==> config.mk <==
export PLATFORM = sky130hd
export DESIGN_NAME = iot_event_arbiter
export DESIGN_NICKNAME = d
export VERILOG_FILES = /design/src/rtl/iot_event_arbiter.sv
export SDC_FILE = /design/constraint.sdc
export NUM_CORES = 1
export LEC_CHECK = 0
export BUFFER_PORTS_ARGS = -buffer_cell sky130_fd_sc_hd__buf_4
export CAP_MARGIN = 25
export CORE_MARGIN = 2
export CORE_UTILIZATION = 52
export DETAILED_ROUTE_END_ITERATION = 8
export PLACE_DENSITY = 0.77
export SLEW_MARGIN = 20
export SYNTH_ARGS = -nofsm -noshare
export SYNTH_HDL_FRONTEND = slang
export SYNTH_SLANG_ARGS = --single-unit
==> constraint.sdc <==
create_clock -name clk -period 2.1 [get_ports clk]
set_input_delay 0.105 -clock clk [delete_from_list [all_inputs] [get_ports clk]]
set_output_delay 0.105 -clock clk [all_outputs]
set_load 0.05 [all_outputs]
==> src/rtl/iot_event_arbiter.sv <==
// iot_event_arbiter: filters per-device connect/disconnect pulses and
// serialises surviving events round-robin onto a single change/on_off pair.
module iot_event_arbiter #(
  parameter int N_DEV = 4,
  parameter int PTR_W = 2
) (
  input  logic             clk,
  input  logic             rst,
  input  logic [N_DEV-1:0] dev_connect,
  input  logic [N_DEV-1:0] dev_disconnect,
  output logic             change,
  output logic             on_off,
  output logic [N_DEV-1:0] dev_online,
  output logic             busy
);

  localparam int CW = PTR_W + 1;

  logic [N_DEV-1:0] target;
  logic [N_DEV-1:0] pending;
  logic [N_DEV-1:0] target_nxt;
  logic [N_DEV-1:0] online_nxt;
  logic [PTR_W-1:0] rr_ptr;
  logic [PTR_W-1:0] rr_nxt;
  logic [PTR_W-1:0] gnt_idx;
  logic             gnt_vld;
  logic [CW-1:0]    scan;

  // a device is pending exactly when its target differs from what was reported
  assign pending = target ^ dev_online;
  assign busy    = |pending;

  // descending scan so the lowest offset from rr_ptr wins
  always_comb begin
    gnt_vld = 1'b0;
    gnt_idx = '0;
    scan    = '0;
    for (int j = N_DEV - 1; j >= 0; j--) begin
      scan = {1'b0, rr_ptr} + CW'(j);
      if (scan >= CW'(N_DEV))
        scan = scan - CW'(N_DEV);
      if (pending[scan[PTR_W-1:0]]) begin
        gnt_vld = 1'b1;
        gnt_idx = scan[PTR_W-1:0];
      end
    end
  end

  always_comb begin
    rr_nxt = rr_ptr;
    if (gnt_vld) begin
      if (gnt_idx == PTR_W'(N_DEV - 1))
        rr_nxt = '0;
      else
        rr_nxt = gnt_idx + 1'b1;
    end
  end

  always_comb begin
    online_nxt = dev_online;
    if (gnt_vld)
      online_nxt[gnt_idx] = target[gnt_idx];
  end

  // grant never moves target, so filtering after it sees the same target;
  // an opposite request on the granted device re-opens a pending event
  always_comb begin
    target_nxt = target;
    for (int i = 0; i < N_DEV; i++) begin
      unique case ({dev_connect[i], dev_disconnect[i]})
        2'b10:   target_nxt[i] = 1'b1;
        2'b01:   target_nxt[i] = 1'b0;
        default: target_nxt[i] = target[i];
      endcase
    end
  end

  always_ff @(posedge clk or negedge rst) begin
    if (!rst) begin
      target     <= '0;
      dev_online <= '0;
      rr_ptr     <= '0;
      change     <= 1'b0;
      on_off     <= 1'b0;
    end else begin
      target     <= target_nxt;
      dev_online <= online_nxt;
      rr_ptr     <= rr_nxt;
      change     <= gnt_vld;
      on_off     <= gnt_vld & target[gnt_idx];
    end
  end

endmodule

==> impl_metrics.tcl, run 1 <==
set metrics [dict create \
    antenna_found_initial 0 \
    max_slew_margin_pct 71.41 \
    slew_viol_final 0 \
    drtAntennaViolNets 0 \
    ys_seq_elements 12 \
    tightest_slew_ns 0.4265 \
    status "completed" \
    min_period_ns 1.941 \
    vias 662 \
    syn_area_um2 793.3 \
    place_area_um2 974.7 \
    path_clk_slew_ns 0.08 \
    syn_area_per_cell_um2 9.793 \
    die_y_um 43.06 \
    syn-num-nets 99 \
    diodes 0 \
    fin_crit_sh_pct 92.44 \
    rows 14 \
    first_pass_iters 4 \
    cp.required_ns 2.25 \
    cts_max_level 1 \
    setup_violations 0 \
    crit_slowest_cell "dfrtp_1" \
    start_util_pct 53.91 \
    post-place-ws_ns 0.1376 \
    syn_to_final_growth_pct 31.07 \
    cpPeakStageDelay_ns 0.46 \
    grt_pass1_vias 661 \
    worstSetupPathType "flop to flop" \
    cp_top_family "compound AO/OA/AOI/OAI gates" \
    via_per_inst 5.426 \
    numCtsBuffers 3 \
    grt_overflow 0 \
    yosys.area.top_type "dfrtp_1" \
    worst_clock_skew_ns 0.0008289 \
    fin_tns_setup_ns 0 \
    root_buffer "clkbuf_4" \
    netlist_instances 81 \
    num-fill-cells 102 \
    fp.dieArea_um2 1854 \
    cts_tree "yes" \
    globalplace.congestion 0.8504 \
    die_w_um 43.06 \
    worst_setup_path_end_kind "flop" \
    place_hpwl_mm 1.279 \
    cap_violations 0 \
    synth_cell_types 29 \
    rsz0062_at_grt "no" \
    arrival_ns 2.09 \
    worst_setup_path_start_kind "flop" \
    drive_above_1_share_pct 33.02 \
    clk_path_buf_depth 2 \
    grt_pass1_wl_mm 2.953 \
    max_freq_ghz 0.5152 \
    pin_count 17 \
    critPathBufInv 1 \
    portBuffers 16 \
    hold_path.class "input port to flop" \
    grt_max_degree 13 \
    route.detailed.wl_per_inst_um 13.75 \
    clkSinkCount 12 \
    nets 126 \
    finalWorstSetupSlack_ns 0.1588 \
    post_cts_buffers 0 \
    coreArea_um2 1471 \
    final_util_pct 70.66 \
    drt_iter0_drc 15 \
    synth_area_leaders "dfrtp_1 38%, ha_1 13%, nand2_1 6.2%" \
    synth_top_cell_area_share_pct 37.85 \
    grt_use_total_pct 21.62 \
    hold_viol_final 0 \
    crit_fanout 6 \
    drcViolationCount 0 \
    stdcell_area_um2 1040 \
    clk_latency_ns 0.26 \
    ys_seq_area_share_pct 37.85 \
    finalWirelength_mm 1.678 \
    yosysWarnings 0 \
    crit_chain "xor2_4 -> o21ai_2 -> a211oi_4 -> inv_2 -> or3_1 -> o311a_1" \
]
## kinds of logic (layout without fill, tap and decap cells)
| kind of cell | after synthesis | in the layout | share of synthesized area (%) |
|---|---|---|---|
| adders and majority gates | 8 | 8 | 12.62 |
| buffers and inverters | 11 | 36 | 5.204 |
| muxes | 2 | 2 | 2.524 |
| xor gates and xnor gates | 6 | 6 | 7.573 |
| DFF | 12 | 12 | 37.86 |
| and+or+nand+nor | 24 | 24 | 14.83 |
| AOI/OAI and AO/OA | 18 | 18 | 19.40 |
## placed cells by master (no fill, tap or decap)
master / Yosys / layout
buf_4: 0 / 22
nand2_1: 13 / 13
dfrtp_1: 12 / 12
inv_1: 9 / 9
ha_1: 8 / 8
o31ai_1: 4 / 4
nor3_1: 3 / 3
nor2_1: 3 / 3
clkbuf_4: 0 / 3
xor2_1: 2 / 2
xnor2_2: 0 / 2
o311a_1: 2 / 2
o32ai_1: 2 / 2
o21ai_0: 2 / 2
mux2i_1: 2 / 2
xor2_4: 0 / 1
xnor2_1: 3 / 1
nand4bb_1: 1 / 1
o21ai_2: 1 / 1
or2_2: 1 / 1
nand2b_1: 1 / 1
o22ai_1: 1 / 1
a211oi_4: 1 / 1
inv_2: 1 / 1
a211oi_1: 1 / 1
a2bb2oi_2: 0 / 1
o31a_1: 1 / 1
or4bb_2: 1 / 1
o311a_2: 1 / 1
or3_1: 1 / 1
o21ai_1: 1 / 1
dlygate4sd3_1: 0 / 1
## layer usage
layer  vias up  share of wire [%]  wire length, um  global-route usage, %
met1       311                 46              769                  27.88
met2        10                 49              829                  34.85
met3         4                2.2               37                  2.979
li1        337                  -                -                      -
met5         -                  0                0                      0
met4         0                2.5               42                  11.52
## worst register-to-register path: stages (launching register included)
cell and delay (ns):
dfrtp_1 0.46, xor2_4 0.26, o21ai_2 0.10, a211oi_4 0.39
inv_2 0.10, or3_1 0.38, o311a_1 0.13
## per-stage QoR
stage	hold WS (ns)	instances
global route	0.1453	122
floorplan	-0.1906	81
global placement	-0.04838	118
finish	0.1432	122
CTS	0.1409	122
detailed placement	-0.04488	118
## worst paths after layout
kind | from | end | slack, ns | depth (start not counted)
min in group asynchronous | rst | change | 0.20 | 2
worst min-delay path | dev_disconnect[1] | target[1] | 0.14 | 3
max in group asynchronous | rst | dev_online[0] | 1.74 | 2
worst max register to register | dev_online[1] | on_off | 0.16 | 6
worst max-delay path | dev_online[1] | on_off | 0.16 | 6
worst min register to register | rr_ptr[0] | rr_ptr[0] | 0.55 | 2
## synthesized netlist by cell type
master / number
nor3_1: 3
inv_2: 1
nand2_1: 13
nand2b_1: 1
dfrtp_1: 12
o21ai_1: 1
clkbuf_1: 1
nand4bb_1: 1
or4bb_2: 1
o311a_2: 1
o31a_1: 1
a211oi_4: 1
ha_1: 8
o32ai_1: 2
or3_1: 1
nor2_1: 3
mux2i_1: 2
a211oi_1: 1
o311a_1: 2
xor2_2: 1
xnor2_1: 3
o22ai_1: 1
xor2_1: 2
a2bb2oi_1: 1
o21ai_0: 2
o21ai_2: 1
o31ai_1: 4
or2_2: 1
inv_1: 9
## repair_timing
item                       CTS  global route
hold endpoints to repair    12             0
resized for setup            0             4
setup endpoints to repair    0             7
hold buffers                 1             0
## layout make-up
class                   instances  area (um2)  area share (%)
flip-flops and latches         12       300.3           28.88
well taps                      16       20.02           1.925
clock buffers                   3       22.52           2.166
inverters                      10       37.54           3.610
repair buffers                 23       175.2           16.85
multi-input cells              58       484.2           46.57
## flip-flops by register name, indices dropped and copies added (netlist names)
register    cells
on_off          1
rr_ptr          2
target          4
change          1
dev_online      4
Power of run 1 is not shown: default switching activity piles up to over one toggle a cycle in this logic, so the estimate is an artifact.
==> run 2: changes to the inputs <==
- BUFFER_PORTS_ARGS: -buffer_cell sky130_fd_sc_hd__buf_4 -> unset
- CORE_UTILIZATION: 52 -> 59
- DONT_BUFFER_PORTS: unset -> 1
- PLACE_DENSITY: 0.77 -> 0.75
==> impl_metrics.tcl, run 2 (synthesis gave the netlist of run 1 again) <==
set metrics [dict create \
    worst_setup_path_start_kind "flop" \
    cap_violations 0 \
    crit_fanout 6 \
    place_hpwl_mm 1.331 \
    drt_iter0_drc 14 \
    layout.area.seq_um2 300.3 \
    cts_max_level 1 \
    grt_overflow 0 \
    clk_latency_ns 0.27 \
    multi_input_area_um2 490.5 \
    start_util_pct 61.73 \
    portBuffers 0 \
    num-fill-cells 94 \
    clkSinkCount 12 \
    min_period_ns 2.020 \
    top_usage_layer "met2" \
    first_pass_iters 4 \
    arrival_ns 2.18 \
    drive_above_1_share_pct 26.09 \
    grt_pass1_vias 588 \
    via_per_inst 6.028 \
    antenna_found_initial 0 \
    grt_max_degree 13 \
    root_buffer "clkbuf_4" \
    cts_tree "yes" \
    setup_violations 0 \
    worst_clock_skew_ns 0.002550 \
    crit_slowest_cell "dfrtp_1" \
    syn_to_final_growth_pct 18.45 \
    mostFrequentLayoutCells "13 x nand2_1, 12 x dfrtp_1, 9 x inv_1, 8 x ha_1, 8 x buf_4" \
    route.detailed.wl_per_inst_um 16.10 \
    clk_path_buf_depth 2 \
    worstSetupPathType "flop to flop" \
    finalWirelength_mm 1.723 \
    max_freq_ghz 0.4950 \
    worst_setup_path_end_kind "flop" \
    r2r_start "dev_online[2]" \
    rows 13 \
    mostFrequentLayoutCell "nand2_1" \
    cp-startpoint "dev_online[2]" \
    grt_use_met3_pct 4.348 \
    crit_chain "xnor2_2 -> o22ai_1 -> a211oi_4 -> inv_2 -> or3_1 -> o311a_1" \
    fin_crit_sh_pct 96.20 \
    hold_viol_final 0 \
    nets 112 \
    status "completed" \
    pin_count 17 \
    rrSetupSlack_ns 0.08 \
    grt_use_total_pct 23.94 \
    drcViolationCount 0 \
    hold_path.class "input port to flop" \
    die_y_um 40.67 \
    path_clk_slew_ns 0.07 \
    max_slew_margin_pct 63.67 \
    globalplace.congestion 0.8402 \
    drtAntennaViolNets 0 \
    grt_pass1_wl_mm 2.470 \
    grt_use_met2_pct 40.48 \
    slew_viol_final 0 \
    tightest_slew_ns 0.5431 \
    fin_tns_setup_ns 0 \
    coreArea_um2 1285 \
    cp.required_ns 2.26 \
    top_regs "dev_online x4, target x4, rr_ptr x2" \
    fp.dieArea_um2 1654 \
    grt_util_met1_pct 27.68 \
    cpPeakStageDelay_ns 0.43 \
    die_w_um 40.67 \
    min_from "dev_disconnect[3]" \
    vias 645 \
    diodes 0 \
    numCtsBuffers 3 \
]
run 2: cell types whose count changed in the layout (fill, tap and decap cells not counted), sizes merged:
cell,delta
buf,-14
run 2: worst max-delay path, delay by kind of cell (launching register included):
kind / cells / cell delay (ns)
flip-flops: 1 / 0.43
buffers and inverters: 1 / 0.10
AND/OR/NAND/NOR: 1 / 0.38
AO/OA/AOI/OAI: 3 / 0.69
XOR/XNOR: 1 / 0.31
run 2: repair_timing:
action	in CTS	in global routing
setup buffers	0	4
endpoints found under the hold margin	12	0
setup endpoints to repair	4	7
pin swaps	0	1
hold buffers	1	0
resized for setup	3	3
cloned	0	0
run 2: through the flow:
| stage | instance area, um2 | utilization [%] | hold WS [ns] | cells | setup slack, ns |
|---|---|---|---|---|---|
| 2_1_floorplan | 793.3 | - | -0.1906 | 81 | 0.01027 |
| 3_3_place_gp | 838.3 | 65.24 | -0.1904 | 99 | 0.002597 |
| 3_5_place_dp | 838.3 | 65.24 | -0.1903 | 99 | -0.03885 |
| 4_1_cts | 889.6 | 69.23 | 0.05057 | 103 | 0.01866 |
| 5_1_grt | 939.7 | 73.13 | 0.04418 | 107 | -0.02481 |
| 6_report | 939.7 | 73.13 | 0.04820 | 107 | 0.07977 |
run 2: metal layers:
layer	up-vias	share of wire (%)	wire length, um
met5	-	0	0
met4	0	1.6	27
met3	5	5.1	88
met2	22	54	938
met1	309	39	668
li1	309	-	-
run 2: area by class of cell:
type	instances	area share (%)
sequential	12	31.96
timing repair buffer	9	7.457
inverter	10	3.995
multi-input combinational	58	52.20
clock buffer	3	2.397
tap	15	1.997
run 2: final timing paths:
check                      cells after the start   endpoint
max                                            6     on_off
min                                            2  target[3]
max reg2reg                                    6     on_off
min reg2reg                                    2  rr_ptr[0]
max in group asynchronous                      1     on_off
min in group asynchronous                      1  rr_ptr[0]
Power of run 2 is left out for the same reason.
==> run 3: changes to the inputs <==
- CORE_UTILIZATION: 59 -> 60
- CTS_BUF_LIST: unset -> sky130_fd_sc_hd__clkbuf_8
- PLACE_DENSITY: 0.75 -> 0.76
==> impl_metrics.tcl, run 3 (synthesis gave the netlist of run 1 again) <==
set metrics [dict create \
    top_regs "dev_online x4, target x4, rr_ptr x2" \
    crit_slowest_cell "dfrtp_1" \
    die_w_um 40.36 \
    cts_max_level 1 \
    slew_viol_final 0 \
    start_util_pct 62.52 \
    setup_violations 0 \
    drive_above_1_share_pct 23.91 \
    portBuffers 0 \
    drt_iter0_drc 10 \
    worst_clock_skew_ns 0.002783 \
    crit_chain "xnor2_1 -> o22ai_1 -> a211oi_4 -> inv_2 -> or3_1 -> o311a_1" \
    dp_cells 102 \
    cts_tree "yes" \
    globalplace.congestion 0.7710 \
    coreArea_um2 1269 \
    worst_setup_path_end_kind "flop" \
    antenna_found_initial 0 \
    stdcell_count 107 \
    clk_latency_ns 0.25 \
    min_period_ns 1.940 \
    rows 13 \
    route.detailed.wl_per_inst_um 16.19 \
    grt_overflow 0 \
    grt_use_total_pct 26.62 \
    max_freq_ghz 0.5155 \
    root_buffer "clkbuf_8" \
    grt_max_degree 13 \
    cp.required_ns 2.23 \
    numCtsBuffers 3 \
    rrSetupSlack_ns 0.16 \
    num-fill-cells 105 \
    via_per_inst 5.963 \
    path_clk_slew_ns 0.06 \
    fin_tns_setup_ns 0 \
    first_pass_iters 4 \
    rsz0062_at_grt "no" \
    pin_count 17 \
    mostFrequentLayoutCells "13 x nand2_1, 12 x dfrtp_1, 9 x inv_1, 8 x ha_1, 7 x buf_4" \
    worstSetupPathType "flop to flop" \
    hold_path.class "input port to flop" \
    diodes 0 \
    cap_violations 0 \
    hold_viol_final 0 \
    status "completed" \
    tightest_slew_ns 0.5423 \
    clk_path_buf_depth 2 \
    syn_to_final_growth_pct 19.72 \
    clkSinkCount 12 \
    fp.dieArea_um2 1629 \
    max_slew_margin_pct 63.73 \
    place_hpwl_mm 1.307 \
    vias 638 \
    post_cts_buffers 0 \
    mostFrequentLayoutCell "nand2_1" \
    worst_setup_path_start_kind "flop" \
    nets 111 \
    finalWirelength_mm 1.732 \
    die_y_um 40.36 \
    crit_fanout 4 \
    grt_pass1_wl_mm 2.677 \
    arrival_ns 2.07 \
    cpPeakStageDelay_ns 0.44 \
    grt_pass1_vias 590 \
    drcViolationCount 0 \
    fin_crit_sh_pct 92.38 \
    drtAntennaViolNets 0 \
]
run 3: changes by cell type in the layout (fill, tap and decap cells not counted):
cell and delta:
buf_4 -1, clkbuf_4 -3, clkbuf_8 +4, xnor2_1 +2
xnor2_2 -2
run 3: path summary, 6_finish.rpt:
kind	start	end	cells after the start
min reg2reg	rr_ptr[0]	rr_ptr[0]	2
min	dev_disconnect[3]	target[3]	2
max reg2reg	dev_online[0]	on_off	6
max	dev_online[0]	on_off	6
min in group asynchronous	rst	dev_online[1]	1
max in group asynchronous	rst	change	1
run 3: timing repair:
item / 4_1_cts / 5_1_grt
hold endpoints to repair: 12 / 0
hold buffers: 1 / 0
resized for setup: 0 / 4
setup endpoints to repair: 0 / 6
run 3: layout make-up:
type / instances / area [um2] / area share (%)
clock buffers: 4 / 55.05 / 5.797
inverters: 10 / 37.54 / 3.953
multi-input cells: 58 / 475.5 / 50.07
flip-flops and latches: 12 / 300.3 / 31.62
well taps: 15 / 18.77 / 1.976
repair buffers: 8 / 62.56 / 6.588
run 3: routing by layer:
metal	up-vias	global-route usage (%)	part of all wire [%]
li1	307	-	-
met1	313	32.99	41
met2	13	41.67	53
met3	5	5.000	3.4
met4	0	17.50	2.8
met5	-	0	0
run 3: metrics by stage:
| step | setup WS [ns] | utilization (%) | area [um2] | hold WS [ns] |
|---|---|---|---|---|
| 6_report | 0.1601 | 74.85 | 949.7 | 0.08084 |
| 5_1_grt | 0.01704 | 74.85 | 949.7 | 0.09227 |
| 4_1_cts | 0.05900 | 72.98 | 925.9 | 0.07891 |
| 3_5_place_dp | 0.08393 | 67.85 | 860.8 | -0.1903 |
| 3_3_place_gp | 0.1307 | 67.85 | 860.8 | -0.1904 |
| 2_1_floorplan | 0.01027 | - | 793.3 | -0.1906 |
run 3: critical path, delay by kind of cell (launching register included):
kind	cells	cell delay [ns]
AO/OA/AOI/OAI	3	0.54
XOR/XNOR	1	0.36
buffers and inverters	1	0.09
flip-flops	1	0.44
AND/OR/NAND/NOR	1	0.38
Power of run 3 is left out for the same reason.
